File: src/rtl/exec_pkg.sv
// Shared execute-stage types: M-op encoding and the sequential mul/div FSM states.
package exec_pkg;

  typedef enum logic [1:0] {
    OP_MUL   = 2'b00,
    OP_MULHU = 2'b01,
    OP_DIVU  = 2'b10,
    OP_REMU  = 2'b11
  } op_e;

  typedef enum logic [1:0] {
    ST_IDLE = 2'b00,
    ST_RUN  = 2'b01,
    ST_DONE = 2'b10
  } state_e;

  function automatic logic op_is_div(input op_e op);
    return op[1];
  endfunction

endpackage

File: src/rtl/muldiv_dp.sv
// Mul/div datapath: 2N-bit accumulator stepped one shift-add or restoring-divide
// iteration per step; res_next_o is the result as it will be after the current step.
module muldiv_dp
  import exec_pkg::*;
#(
  parameter int N = 64
) (
  input  logic         clk,
  input  logic         reset,
  input  logic         init_i,
  input  logic         step_i,
  input  logic [1:0]   op_i,
  input  logic [N-1:0] a_i,
  input  logic [N-1:0] b_i,
  output logic [N-1:0] res_next_o
);

  op_e            op_q;
  logic [N-1:0]   opnd_q;
  logic [2*N-1:0] acc_q;

  logic [N:0]     mul_sum_s;
  logic [2*N-1:0] mul_next_s;
  logic [N:0]     div_rs_s;
  logic [N:0]     div_diff_s;
  logic           div_ge_s;
  logic [N-1:0]   div_rem_s;
  logic [2*N-1:0] div_next_s;
  logic [2*N-1:0] acc_step_s;

  // Multiply keeps {partial, multiplier} and shifts right; divide keeps {remainder, quotient} and shifts left.
  always_comb begin
    mul_sum_s  = {1'b0, acc_q[2*N-1:N]} + (acc_q[0] ? {1'b0, opnd_q} : {(N+1){1'b0}});
    mul_next_s = {mul_sum_s, acc_q[N-1:1]};
    div_rs_s   = acc_q[2*N-1:N-1];
    div_ge_s   = (div_rs_s >= {1'b0, opnd_q});
    div_diff_s = div_rs_s - {1'b0, opnd_q};
    div_rem_s  = div_ge_s ? div_diff_s[N-1:0] : div_rs_s[N-1:0];
    div_next_s = {div_rem_s, acc_q[N-2:0], div_ge_s};
    acc_step_s = op_is_div(op_q) ? div_next_s : mul_next_s;
    res_next_o = op_q[0] ? acc_step_s[2*N-1:N] : acc_step_s[N-1:0];
  end

  // Operand latch on init, one iteration per step.
  always_ff @(posedge clk or posedge reset) begin
    if (reset) begin
      op_q   <= OP_MUL;
      opnd_q <= {N{1'b0}};
      acc_q  <= {(2*N){1'b0}};
    end else if (init_i) begin
      op_q   <= op_e'(op_i);
      opnd_q <= op_i[1] ? b_i : a_i;
      acc_q  <= {{N{1'b0}}, (op_i[1] ? a_i : b_i)};
    end else if (step_i) begin
      acc_q  <= acc_step_s;
    end else begin
      acc_q  <= acc_q;
    end
  end

endmodule

File: src/rtl/muldiv_seq.sv
// Sequential M-extension unit for the execute stage: IDLE/RUN/DONE control with
// an N-cycle iteration counter, stalling the front of the pipeline while running.
module muldiv_seq
  import exec_pkg::*;
#(
  parameter int N = 64
) (
  input  logic         clk,
  input  logic         reset,
  input  logic         start_E,
  input  logic [1:0]   op_E,
  input  logic [N-1:0] a_E,
  input  logic [N-1:0] b_E,
  input  logic         flush,
  output logic         stall_E,
  output logic         busy,
  output logic         done,
  output logic [N-1:0] result_E
);

  localparam int CNT_W = $clog2(N);
  localparam logic [CNT_W-1:0] CNT_LAST = CNT_W'(N - 1);

  state_e           state_q, state_d;
  logic [CNT_W-1:0] cnt_q, cnt_d;
  logic [N-1:0]     result_q, result_d;
  logic             dp_init_s;
  logic             dp_step_s;
  logic [N-1:0]     dp_res_next_s;

  muldiv_dp #(.N(N)) u_dp (
    .clk        (clk),
    .reset      (reset),
    .init_i     (dp_init_s),
    .step_i     (dp_step_s),
    .op_i       (op_E),
    .a_i        (a_E),
    .b_i        (b_E),
    .res_next_o (dp_res_next_s)
  );

  // Next-state logic; flush overrides everything and leaves the result untouched.
  always_comb begin
    state_d   = state_q;
    cnt_d     = cnt_q;
    result_d  = result_q;
    dp_init_s = 1'b0;
    dp_step_s = 1'b0;
    if (flush) begin
      state_d = ST_IDLE;
    end else begin
      case (state_q)
        ST_IDLE: begin
          if (start_E) begin
            dp_init_s = 1'b1;
            cnt_d     = {CNT_W{1'b0}};
            if (op_E[1] && (b_E == {N{1'b0}})) begin
              state_d  = ST_DONE;
              result_d = op_E[0] ? a_E : {N{1'b1}};
            end else begin
              state_d = ST_RUN;
            end
          end else begin
            state_d = ST_IDLE;
          end
        end
        ST_RUN: begin
          dp_step_s = 1'b1;
          cnt_d     = cnt_q + {{(CNT_W-1){1'b0}}, 1'b1};
          if (cnt_q == CNT_LAST) begin
            state_d  = ST_DONE;
            result_d = dp_res_next_s;
          end else begin
            state_d = ST_RUN;
          end
        end
        ST_DONE: state_d = ST_IDLE;
        default: state_d = ST_IDLE;
      endcase
    end
  end

  // State, counter and held result.
  always_ff @(posedge clk or posedge reset) begin
    if (reset) begin
      state_q  <= ST_IDLE;
      cnt_q    <= {CNT_W{1'b0}};
      result_q <= {N{1'b0}};
    end else begin
      state_q  <= state_d;
      cnt_q    <= cnt_d;
      result_q <= result_d;
    end
  end

  assign stall_E  = (start_E && (state_q == ST_IDLE) && !flush) || (state_q == ST_RUN);
  assign busy     = (state_q != ST_IDLE);
  assign done     = (state_q == ST_DONE);
  assign result_E = result_q;

endmodule

File: config.mk
export PLATFORM = sky130hd
export DESIGN_NAME = muldiv_seq
export DESIGN_NICKNAME = d
export VERILOG_FILES = /design/src/rtl/exec_pkg.sv /design/src/rtl/muldiv_dp.sv /design/src/rtl/muldiv_seq.sv
export SDC_FILE = /design/constraint.sdc
export NUM_CORES = 1
export LEC_CHECK = 0
export BUFFER_PORTS_ARGS = -buffer_cell sky130_fd_sc_hd__buf_2
export CAP_MARGIN = 20
export CORE_MARGIN = 1.5
export CORE_UTILIZATION = 35
export CTS_CLUSTER_DIAMETER = 40
export DETAILED_ROUTE_END_ITERATION = 10
export PLACE_DENSITY_LB_ADDON = 0.12
export SLEW_MARGIN = 10
export SYNTH_ARGS = -nofsm -noshare
export SYNTH_HDL_FRONTEND = slang
export SYNTH_SLANG_ARGS = --single-unit
File: constraint.sdc
create_clock -name clk -period 15.8 [get_ports clk]
set_input_delay 3.16 -clock clk [delete_from_list [all_inputs] [get_ports clk]]
set_output_delay 3.16 -clock clk [all_outputs]
set_load 0.02 [all_outputs]
# == Yosys cells after proc, flatten, opt, wreduce, memory -nomap -nowiden ==
# Cells that the tools add are included.
# classes
n_addsub,3
n_mux,25
n_reduce_logical,12
n_lt_le_gt_ge,1
bitwise,1
n_eq_ne,6
# op_table
operator,count
$mux 64,9
$mux 128,3
$pmux 64 s2,1
$add 64x64->65,1
$ge 65x64->1,1
$logic_not 64->1,1
$sub 64x64->64,1
$pmux 6 s2,1
$mux 2,4
$add 6x1->6 const B,1
$eq 6x6->1 const B,1
$mux 6,1
$ne 2x2->1 const B,3
$reduce_bool 2->1,3
$mux 1,5
$reduce_and 5->1,1
$pmux 2 s2,1
$logic_and 1x1->1,3
$reduce_and 3->1,1
$eq 2x1->1 const B,1
$eq 2x2->1 const B,1
$logic_not 2->1,1
$logic_not 1->1,1
$logic_or 1x1->1,1
$not 1->1,1
# totals
in_bits,134
out_inout_bits,67
ff_bits,266
wordCells,54

# == Longest topological paths before layout ==
# depth
ltp_word,6
mapped_depth,17
mapped_depth_nobuf,15

# == Hierarchy ==
# Synthesis repeated with hierarchy kept, for this count alone.
# unflattened
hier_cells,3060
hier_area_um2,24404.7
# by_module_without_submodules
module,n_inst,seq_area_each_um2,cells_each,area_per_inst_um2
muldiv_dp,1,4854.7,2629,20419.6
muldiv_seq,1,1801.7,431,3985.1

# == Least setup slack after synthesis ==
# Ideal clock, no wire load.
# synth_path
path_kind,input to output
startpoint,in flush
endpoint,out stall_E
path_slack_ns,9.073
path_buffers,0
required_ns,12.640
stages,3
t_arrival_ns,3.567
cell_sequence,inv_1 > a21oi_1 > nor2_1
# synth_between
elab_chain_len,3
# synth_lines
item,line,rtl
start: declaration,muldiv_seq.sv:14,"input logic flush,"
$logic_not 1->1,muldiv_seq.sv:96,assign stall_E = (start_E && (state_q == ST_IDLE) && !flush) || (state_q == ST_RUN);
$logic_and 1x1->1,muldiv_seq.sv:96,
$logic_or 1x1->1,muldiv_seq.sv:96,
end: declaration,muldiv_seq.sv:15,"output logic stall_E,"
# No other way between the ends.

# == Worst setup path in the final report ==
# Same ends and word-level chain as after synthesis.

==> results.sh <==
export IMPL_grt_overflow=0
export IMPL_ir_worst_vdd_v=0.0001099
export IMPL_slew_headroom_pct=13.43
export IMPL_portBuffers=200
export IMPL_end_kind="output pin"
export IMPL_cts_max_level=2
export IMPL_syn_nets=3272
export IMPL_hold_class="reg -> reg"
export IMPL_synth_area_sq_mm=0.02333
export IMPL_drt_iter0_drc=2445
export IMPL_die_h_um=261.2
export IMPL_area_growth_pct=15.69
export IMPL_final_common_cell="nand2_1"
export IMPL_fin_crit_sh_pct=44.12
export IMPL_critical_path_max_fanout=5
export IMPL_synth_cell_types=85
export IMPL_path_class="in -> out"
export IMPL_place_hpwl_mm=78.35
export IMPL_max_cap_violations=0
export IMPL_setup_viol=0
export IMPL_cts_buffers_inserted=57
export IMPL_seq_area_frac_synth_pct=28.53
export IMPL_tightest_slew_ns=1.282
export IMPL_vias=23930
export IMPL_hold_ws_ns=0.4808
export IMPL_clock_sinks=266
export IMPL_synthCells=3007
export IMPL_synth_seq_cells=266
export IMPL_dieArea_sq_mm=0.06822
export IMPL_pin_count=201
export IMPL_fmax_ghz=0.1435
export IMPL_antenna_found_initial=5
export IMPL_status="finished clean"
export IMPL_grtUsageTotal_pct=29.68
export IMPL_routed_wl_mm=102.1
export IMPL_cts_root_buf="clkbuf_16"
export IMPL_clock_latency_ns=0.63
export IMPL_crit_path_start="flush"
export IMPL_start_util_pct=35.43
export IMPL_p_per_area_mw_per_mm2=191.5
export IMPL_die_w_um=261.2
export IMPL_rr_startpoint="u_dp.acc_q[0]"
export IMPL_wl_per_cell_um=25.45
export IMPL_grt_setup_unrepaired="false"
export IMPL_grt_max_degree=136
export IMPL_clock_skew_ns=0.02419
export IMPL_cts_path_max_buffers=3
export IMPL_grt_pass1_wl_mm=152.3
export IMPL_cts_resized=0
export IMPL_final_setup_tns_ns=0
export IMPL_drive_above_1_share_pct=13.92
export IMPL_post_cts_setup_buffer_count=0
export IMPL_synth_top_flop_cell="dfrtp_1"
export IMPL_async_flop_share_pct=100.0
export IMPL_layout_common_cells="461 x nand2_1, 387 x o21ai_0, 264 x dfrtp_1"
export IMPL_synth_edf_count=0
export IMPL_postSynthAreaPerCell_sq_um=7.759
export IMPL_gp_congestion=0.9701
export IMPL_cp_start_kind="input pin"
export IMPL_drt_pass1_iterations=6
export IMPL_core_area_sq_mm=0.06586
export IMPL_routed_via_density=5.965
export IMPL_ys_warn_count=0
export IMPL_postCtsHoldBufs=0
export IMPL_cp_arrival_ns=3.81
export IMPL_min_delay_start="u_dp.acc_q[0]"
export IMPL_hold_violations=0
export IMPL_drv_slew=0
export IMPL_cts_tree="yes"
export IMPL_leakagePower_nw=12.13
export IMPL_grt_pass1_vias=23080
export IMPL_fin_crit_ns=6.971
export IMPL_p_total_mw=5.168
export IMPL_final_net_count=3365
export IMPL_ant_nets=0
export IMPL_path_clk_slew_ns=0.06
export IMPL_rows=94
export IMPL_critical_path_required_ns=12.64
export IMPL_drc=0
final timing paths:
kind | cells past startpoint | endpoint | slack, ns
max | 5 | stall_E | 8.83
max reg2reg | 15 | result_E[62] | 9.93
max in group asynchronous | 4 | u_dp.op_q[1] | 10.97
min in group asynchronous | 2 | u_dp.acc_q[47] | 2.60
min | 1 | u_dp.acc_q[0] | 0.48
min reg2reg | 1 | u_dp.acc_q[0] | 0.48
synth_stat cells (41+ instances only):
master	instances	area share, %
a21o_1	55	1.8
a21oi_1	231	5.0
and2_1	72	1.9
clkbuf_1	146	2.3
dfrtp_1	266	29
ha_1	129	6.9
inv_1	110	1.8
mux2_2	61	2.9
mux2i_1	169	7.3
nand2_1	462	7.4
nand3_1	41	0.88
nand4_1	48	1.3
nor2_1	161	2.6
o21ai_0	388	8.3
xnor2_1	56	2.1
xor2_1	46	1.7
routing by layer:
layer  global-route usage [%]  wire [um]
met4                    6.960       2083
met3                    3.901       7497
met1                    45.47      49310
met2                    43.63      43220
met5                        0          0
logic make-up after synthesis:
family | share of synthesized area [%]
compound gates | 26.33
simple gates | 18.80
buf+inv | 5.137
flops | 28.53
mux | 10.29
fa+ha+maj | 7.089
xor+xnor | 3.829
report_power, final:
group          internal [mW]  switching, mW
registers              0.923          0.273
logic                  0.915           1.78
clock network          0.818          0.460
total                   2.66           2.51
critical path, cell delays in order:
cell     delay (ns)
buf_2          0.14
inv_1          0.14
a21oi_1        0.08
nor2_1         0.11
buf_2          0.18
flip-flops by register name, indices dropped and copies added, names as in the netlist:
signal and cells:
result_E 64, u_dp.op_q 2, u_dp.acc_q 128, state_q 2, u_dp.opnd_q 64, cnt_q 6
per-stage QoR:
step                cells  utilization [%]  instance area (sq um)  setup slack [ns]
floorplan            3007                -                  23330             5.315
global placement     3902            37.83                  24920             8.375
detailed placement   3902            37.83                  24920             8.351
CTS                  4008            40.91                  26940             8.829
global route         4011            40.98                  26990             8.711
finish               4012            40.98                  26990             8.829
final cells by class:
class / instances / area [sq um]
Clock inverter: 43 / 549.3
Multi-Input combinational cell: 2433 / 15520
Sequential cell: 266 / 6661
Antenna cell: 1 / 2.502
Inverter: 111 / 424.2
Timing Repair Buffer: 231 / 1276
Clock buffer: 63 / 1479
Tap cell: 864 / 1081
Fill cell: 6907 / 38870
No activity file was read; power rests on OpenSTA's default activity.
